## src/rtl/robot_remote_pkg.sv

```systemverilog
// rtl/robot_remote_pkg.sv - shared move codes, remote FSM states and move encoder
package robot_remote_pkg;

  localparam logic [2:0] MOVE_STOP  = 3'b000;
  localparam logic [2:0] MOVE_FWD   = 3'b111;
  localparam logic [2:0] MOVE_LEFT  = 3'b101;
  localparam logic [2:0] MOVE_RIGHT = 3'b110;
  localparam logic [2:0] MOVE_BACK  = 3'b011;

  typedef enum logic [2:0] {
    ST_OFF,
    ST_STARTING,
    ST_ON,
    ST_STOPPING,
    ST_FAULT
  } remote_state_e;

  // Only a single pressed direction yields a command; ties mean stop.
  function automatic logic [2:0] encode_move(input logic fwd, input logic back,
                                             input logic left, input logic right,
                                             input logic fwd_locked);
    logic [2:0] n;
    logic [2:0] code;
    n    = {2'b0, fwd} + {2'b0, back} + {2'b0, left} + {2'b0, right};
    code = MOVE_STOP;
    if (n == 3'd1) begin
      if (fwd)       code = fwd_locked ? MOVE_STOP : MOVE_FWD;
      else if (back) code = MOVE_BACK;
      else if (left) code = MOVE_LEFT;
      else           code = MOVE_RIGHT;
    end
    return code;
  endfunction

endpackage

```

## src/rtl/robot_remote_if.sv

```systemverilog
// rtl/robot_remote_if.sv - drive link between operator remote and robot controller
interface robot_remote_if;
  logic       motor_status_i;
  logic       tracker_status_i;
  logic       motor_on_o;
  logic [2:0] move_o;

  modport master (input motor_status_i, input tracker_status_i,
                  output motor_on_o, output move_o);
  modport slave  (output motor_status_i, output tracker_status_i,
                  input motor_on_o, input move_o);
endinterface

```

## src/rtl/robot_remote_btn_debounce.sv

```systemverilog
// rtl/robot_remote_btn_debounce.sv - 2-flop synchronizer plus counting debouncer
module robot_remote_btn_debounce #(
  parameter int DEBOUNCE_CYCLES = 4
) (
  input  logic clk_i,
  input  logic rstn_i,
  input  logic btn_i,
  output logic stable_o
);
  localparam int CW = $clog2(DEBOUNCE_CYCLES + 1);

  logic [1:0]    sync_q, sync_d;
  logic [CW-1:0] cnt_q, cnt_d;
  logic          stable_q, stable_d;

  always_comb begin
    sync_d   = {sync_q[0], btn_i};
    cnt_d    = '0;
    stable_d = stable_q;
    // The flip happens on the edge where the disagreement run would hit the limit.
    if (sync_q[1] != stable_q) begin
      if (cnt_q == CW'(DEBOUNCE_CYCLES - 1)) stable_d = sync_q[1];
      else                                   cnt_d    = cnt_q + CW'(1);
    end
  end

  always_ff @(posedge clk_i or negedge rstn_i) begin
    if (!rstn_i) begin
      sync_q   <= '0;
      cnt_q    <= '0;
      stable_q <= 1'b0;
    end else begin
      sync_q   <= sync_d;
      cnt_q    <= cnt_d;
      stable_q <= stable_d;
    end
  end

  assign stable_o = stable_q;
endmodule

```

## src/rtl/robot_remote.sv

```systemverilog
// rtl/robot_remote.sv - operator remote: button conditioning, engine FSM, obstacle lockout
module robot_remote
  import robot_remote_pkg::*;
#(
  parameter int DEBOUNCE_CYCLES = 4,
  parameter int START_TIMEOUT   = 8,
  parameter int LOCKOUT_CYCLES  = 16
) (
  input  logic           clk_i,
  input  logic           rstn_i,
  input  logic           btn_power_i,
  input  logic           btn_fwd_i,
  input  logic           btn_back_i,
  input  logic           btn_left_i,
  input  logic           btn_right_i,
  robot_remote_if.master link,
  output logic           led_power_o,
  output logic           led_obstacle_o,
  output logic           err_o
);
  localparam int TW = $clog2(START_TIMEOUT + 1);
  localparam int LW = $clog2(LOCKOUT_CYCLES + 1);

  logic [4:0] raw, stable;
  assign raw = {btn_right_i, btn_left_i, btn_back_i, btn_fwd_i, btn_power_i};

  for (genvar g = 0; g < 5; g++) begin : g_btn
    robot_remote_btn_debounce #(.DEBOUNCE_CYCLES(DEBOUNCE_CYCLES)) u_db (
      .clk_i   (clk_i),
      .rstn_i  (rstn_i),
      .btn_i   (raw[g]),
      .stable_o(stable[g])
    );
  end

  remote_state_e state_q, state_d;
  logic [TW-1:0] timer_q, timer_d;
  logic [LW-1:0] lock_q, lock_d;
  logic          pwr_prev_q, pwr_prev_d;
  logic          motor_on_q, motor_on_d;
  logic [2:0]    move_q, move_d;
  logic          led_power_q, led_power_d;
  logic          led_obs_q, led_obs_d;
  logic          err_q, err_d;
  logic          press;
  logic          timeout;

  assign press   = stable[0] & ~pwr_prev_q;
  assign timeout = (timer_q == TW'(START_TIMEOUT - 1));

  always_comb begin
    state_d    = state_q;
    timer_d    = timer_q;
    pwr_prev_d = stable[0];
    case (state_q)
      ST_OFF: if (press) begin
        state_d = ST_STARTING;
        timer_d = '0;
      end
      ST_STARTING: begin
        if (link.motor_status_i) state_d = ST_ON;
        else if (timeout)        state_d = ST_FAULT;
        else                     timer_d = timer_q + TW'(1);
      end
      // A stop request wins over a simultaneous loss of motor status.
      ST_ON: begin
        if (press) begin
          state_d = ST_STOPPING;
          timer_d = '0;
        end else if (!link.motor_status_i) begin
          state_d = ST_FAULT;
        end
      end
      ST_STOPPING: begin
        if (!link.motor_status_i) state_d = ST_OFF;
        else if (timeout)         state_d = ST_FAULT;
        else                      timer_d = timer_q + TW'(1);
      end
      ST_FAULT: if (press) state_d = ST_OFF;
      default:  state_d = ST_OFF;
    endcase

    lock_d = '0;
    if (state_d == ST_ON) begin
      if (link.tracker_status_i) lock_d = LW'(LOCKOUT_CYCLES);
      else if (lock_q != '0)     lock_d = lock_q - LW'(1);
    end

    motor_on_d  = (state_d == ST_STARTING) || (state_d == ST_ON);
    led_power_d = (state_d == ST_ON);
    err_d       = (state_d == ST_FAULT);
    led_obs_d   = (lock_d != '0);
    move_d      = (state_d == ST_ON)
                ? encode_move(stable[1], stable[2], stable[3], stable[4], lock_d != '0)
                : MOVE_STOP;
  end

  always_ff @(posedge clk_i or negedge rstn_i) begin
    if (!rstn_i) begin
      state_q     <= ST_OFF;
      timer_q     <= '0;
      lock_q      <= '0;
      pwr_prev_q  <= 1'b0;
      motor_on_q  <= 1'b0;
      move_q      <= MOVE_STOP;
      led_power_q <= 1'b0;
      led_obs_q   <= 1'b0;
      err_q       <= 1'b0;
    end else begin
      state_q     <= state_d;
      timer_q     <= timer_d;
      lock_q      <= lock_d;
      pwr_prev_q  <= pwr_prev_d;
      motor_on_q  <= motor_on_d;
      move_q      <= move_d;
      led_power_q <= led_power_d;
      led_obs_q   <= led_obs_d;
      err_q       <= err_d;
    end
  end

  assign link.motor_on_o = motor_on_q;
  assign link.move_o     = move_q;
  assign led_power_o     = led_power_q;
  assign led_obstacle_o  = led_obs_q;
  assign err_o           = err_q;
endmodule

```

## src/flat_wrapper.sv

```systemverilog
// flat-port wrapper written by rule: the top's interface ports become plain ports
module robot_remote_flat import robot_remote_pkg::*;
#(
  parameter int DEBOUNCE_CYCLES = 4,
  parameter int START_TIMEOUT   = 8,
  parameter int LOCKOUT_CYCLES  = 16
)
  (clk_i, rstn_i, btn_power_i, btn_fwd_i, btn_back_i, btn_left_i, btn_right_i, led_power_o, led_obstacle_o, err_o, link_motor_status_i, link_tracker_status_i, link_motor_on_o, link_move_o);
  robot_remote_if link_i ();
  input  logic clk_i;
  input  logic rstn_i;
  input  logic btn_power_i;
  input  logic btn_fwd_i;
  input  logic btn_back_i;
  input  logic btn_left_i;
  input  logic btn_right_i;
  output logic led_power_o;
  output logic led_obstacle_o;
  output logic err_o;
  input wire logic [$bits(link_i.motor_status_i)-1:0] link_motor_status_i;
  input wire logic [$bits(link_i.tracker_status_i)-1:0] link_tracker_status_i;
  output wire logic [$bits(link_i.motor_on_o)-1:0] link_motor_on_o;
  output wire logic [$bits(link_i.move_o)-1:0] link_move_o;
  assign link_i.motor_status_i = link_motor_status_i;
  assign link_i.tracker_status_i = link_tracker_status_i;
  assign link_motor_on_o = link_i.motor_on_o;
  assign link_move_o = link_i.move_o;
  robot_remote #(.DEBOUNCE_CYCLES(DEBOUNCE_CYCLES), .START_TIMEOUT(START_TIMEOUT), .LOCKOUT_CYCLES(LOCKOUT_CYCLES)) u_core (.clk_i(clk_i), .rstn_i(rstn_i), .btn_power_i(btn_power_i), .btn_fwd_i(btn_fwd_i), .btn_back_i(btn_back_i), .btn_left_i(btn_left_i), .btn_right_i(btn_right_i), .link(link_i), .led_power_o(led_power_o), .led_obstacle_o(led_obstacle_o), .err_o(err_o));
endmodule
```

## config.mk

```make
export PLATFORM = sky130hd
export DESIGN_NAME = robot_remote_flat
export DESIGN_NICKNAME = d
export VERILOG_FILES = /design/src/rtl/robot_remote_pkg.sv /design/src/rtl/robot_remote_if.sv /design/src/rtl/robot_remote_btn_debounce.sv /design/src/rtl/robot_remote.sv /design/src/flat_wrapper.sv
export SDC_FILE = /design/constraint.sdc
export NUM_CORES = 1
export LEC_CHECK = 0
export CAP_MARGIN = 10
export CORE_MARGIN = 8
export CORE_UTILIZATION = 51
export CTS_BUF_LIST = sky130_fd_sc_hd__clkbuf_4 sky130_fd_sc_hd__clkbuf_8
export DETAILED_ROUTE_END_ITERATION = 7
export PLACE_DENSITY = 0.71
export SLEW_MARGIN = 20
export SYNTH_ARGS = -nofsm -noshare
export SYNTH_HDL_FRONTEND = slang
export SYNTH_HIERARCHICAL = 1
export SYNTH_SLANG_ARGS = --single-unit
export TNS_END_PERCENT = 1
```

## constraint.sdc

```tcl
create_clock -name clk_i -period 2.9 [get_ports clk_i]
set_input_delay 0.87 -clock clk_i [delete_from_list [all_inputs] [get_ports clk_i]]
set_output_delay 0.87 -clock clk_i [all_outputs]
set_load 0.01 [all_outputs]
```

==> impl_metrics.env <==
export IMPL_track_usage=0.1128
export IMPL_wire_per_inst_um=13.32
export IMPL_n_fill_cell=307
export IMPL_worstMarginPinSlew_ns=0.5904
export IMPL_yosysTopAreaCell="dfrtp_1"
export IMPL_cts_root_buffer_cell="clkbuf_8"
export IMPL_core_um2=4000
export IMPL_drtIter0Drc=73
export IMPL_cts_tree="done"
export IMPL_yosysSeqAreaShare=0.5910
export IMPL_async_flop_share=1.000
export IMPL_clockPowerShare=0.198
export IMPL_rsz0062_at_grt="no"
export IMPL_syn_area_um2=2117
export IMPL_period_needed_ns=2.188
export IMPL_synthesis_instances=178
export IMPL_ir_drop_uv=437.6
export IMPL_numCtsBuffers=5
export IMPL_slew_headroom=0.6064
export IMPL_cts_hold_buf=0
export IMPL_ff2ff_setup_slack_ns=0.74
export IMPL_htreeDepth=2
export IMPL_final_nets=218
export IMPL_routed_via_count=1316
export IMPL_grt_pass1_vias=1309
export IMPL_dieArea_um2=6469
export IMPL_drtPass1Iterations=4
export IMPL_clk_pin_slew_ns=0.09
export IMPL_ys_warn_count=6
export IMPL_yosysMostFrequentCell="dfrtp_1"
export IMPL_hold_depth=0
export IMPL_antenna_found_initial=0
export IMPL_synth_avg_cell_area_um2=11.89
export IMPL_skew_ns=0.007283
export IMPL_power_density_nw_per_um2=885.6
export IMPL_max_freq_ghz=0.4571
export IMPL_final_setup_tns_ns=0
export IMPL_drv_slew=0
export IMPL_cts_resized=0
export IMPL_seqPwrFrac=0.473
export IMPL_hp_class="reg2reg"
export IMPL_critical_path_arrival_ns=2.38
export IMPL_die_h_um=80.43
export IMPL_p_int_mw=1.422
export IMPL_routed_wl_mm=3.329
export IMPL_period_share=0.7545
export IMPL_grt_overflow=0
export IMPL_drc=0
export IMPL_synth_nets=197
export IMPL_status="finished, final reports clean"
export IMPL_p_switching_mw=0.7288
export IMPL_antenna_left=0
export IMPL_finalHoldViolations=0
export IMPL_p_leak_nw=1.103
export IMPL_initial_utilization=0.5292
export IMPL_hpwl_mm=2.454
export IMPL_drive_gt1_frac=0.1150
export IMPL_criticalPathCategory="in2reg"
export IMPL_max_cap_violations=0
export IMPL_portBuffers=15
export IMPL_synth_commonest_cells="dfrtp_1 (50), nor2_1 (20), nand2_1 (12), inv_1 (11), nor3b_1 (10)"
export IMPL_synth_edf_count=0
export IMPL_postCtsSetupRepairBufs=0
export IMPL_synth_area_leaders="dfrtp_1 (59%), ha_1 (5.3%), nor2_1 (3.5%)"
export IMPL_dp_cells=242
export IMPL_die_width_um=80.43
export IMPL_synthToLayoutAreaGrowth_pct=14.72
export IMPL_p_comb_frac=0.329
export IMPL_vias_per_cell=5.264
export IMPL_place_congestion=0.7900
export IMPL_synth_seq_cells=50
export IMPL_final_cells=250
export IMPL_diodes=0
export IMPL_cts_sink_count=50
export IMPL_required_ns=3.09
export IMPL_grt_max_degree=51
export IMPL_final_setup_viol_count=0
export IMPL_insertion_delay_ns=0.29
export IMPL_io_pins=16
export IMPL_ys_flop_type="dfrtp_1"
export IMPL_critPathMaxFanout=3
export IMPL_synth_top_area_share=0.5910
export IMPL_num_rows=23
export IMPL_start_kind="input port"
export IMPL_synth_cell_types=34
export IMPL_ff2ff_path_depth=8
export IMPL_cts_max_path_buffers=2
export IMPL_endpoint_kind="register"
export IMPL_grt_pass1_wl_mm=5.816
export IMPL_swShare=0.3388
metal layers:
| layer | track usage | vias up | routed length (um) |
|---|---|---|---|
| met2 | 0.1949 | 20 | 1674 |
| li1 | - | 646 | - |
| met4 | 0.03273 | 0 | 17 |
| met5 | 0 | - | 0 |
| met1 | 0.1324 | 648 | 1509 |
| met3 | 0.03125 | 2 | 128 |
final timing paths:
path	start	endpoint
worst max-delay path	link_tracker_status_i	u_core/link.move_o[1]
worst min-delay path	u_core/g_btn[2].u_db/sync_q[0]	u_core/g_btn[2].u_db/sync_q[1]
worst max register to register	u_core/g_btn[1].u_db/stable_o	u_core/link.move_o[1]
worst min register to register	u_core/g_btn[2].u_db/sync_q[0]	u_core/g_btn[2].u_db/sync_q[1]
max in group asynchronous	rstn_i	u_core/g_btn[1].u_db/cnt_q[1]
min in group asynchronous	rstn_i	u_core/g_btn[4].u_db/sync_q[0]
power by group through the flow:
| stage | clock network [mW] | logic [mW] | registers, mW |
|---|---|---|---|
| 2_1_floorplan | 0 | 0.541 | 0.991 |
| 3_3_place_gp | 0 | 0.676 | 1.02 |
| 3_5_place_dp | 0 | 0.718 | 1.03 |
| 4_1_cts | 0.442 | 0.724 | 1.02 |
| 5_1_grt | 0.474 | 0.819 | 1.04 |
| 6_report | 0.426 | 0.707 | 1.02 |
critical path, stage by stage:
cell and delay (ns):
clkdlybuf4s50_1 0.43, or3_1 0.39, a211oi_2 0.30, nor2_2 0.09, a2111oi_4 0.30
registers in the layout, summed over array words and instances, names as in the netlist:
register                    flops
u_core/lock_q                   5
u_core/err_o                    1
u_core/link.motor_on_o          1
u_core/g_btn.u_db/sync_q       10
u_core/timer_q                  4
u_core/pwr_prev_q               1
u_core/led_obstacle_o           1
u_core/led_power_o              1
u_core/g_btn.u_db/cnt_q        15
u_core/link.move_o              3
u_core/state_q                  3
u_core/g_btn.u_db/stable_o      5
cell type report:
cell class | instances | area, um^2 | share of cell area
clock buffer | 7 | 96.34 | 0.03967
clock inverter | 1 | 8.758 | 0.003606
inverter | 11 | 41.29 | 0.01700
multi-input combinational | 115 | 815.8 | 0.3359
sequential | 50 | 1251 | 0.5152
tap | 50 | 62.56 | 0.02576
timing repair buffer | 16 | 152.6 | 0.06285
stage by stage:
step / hold WS [ns] / area [um^2] / power, mW / utilization / worst slack [ns]
2_1_floorplan: 0.3312 / 2117 / 1.532 / - / 0.8590
3_3_place_gp: 0.3346 / 2323 / 1.693 / 0.5809 / 0.4207
3_5_place_dp: 0.3347 / 2323 / 1.748 / 0.5809 / 0.3960
4_1_cts: 0.3473 / 2429 / 2.182 / 0.6071 / 0.7069
5_1_grt: 0.3538 / 2429 / 2.336 / 0.6071 / 0.5872
6_report: 0.3435 / 2429 / 2.151 / 0.6071 / 0.7121
cell usage in the layout (no fill, tap or decap), types with 2 or more instances in the layout:
master and n:
nand3_1 4, nor2b_4 5, mux2_2 5, nor2_1 20, nor3_1 9, a21oi_1 7
a31oi_1 3, nand2_1 12, o211ai_1 2, xnor2_1 7, ha_1 9, inv_1 11
o21ai_0 5, nor3b_1 10, clkbuf_8 7, dfrtp_1 50, clkdlybuf4s50_1 14
cells by family (layout without fill, tap and decap cells):
| family | after synthesis | count (layout) | synth area share |
|---|---|---|---|
| simple gates | 68 | 68 | 0.1820 |
| xor+xnor | 8 | 8 | 0.03310 |
| buf+inv | 13 | 35 | 0.02364 |
| fa+ha+maj | 10 | 10 | 0.06265 |
| flops | 50 | 50 | 0.5910 |
| mux | 6 | 6 | 0.03132 |
| compound gates | 23 | 23 | 0.07624 |
No activity file was read; power rests on OpenSTA's default activity.
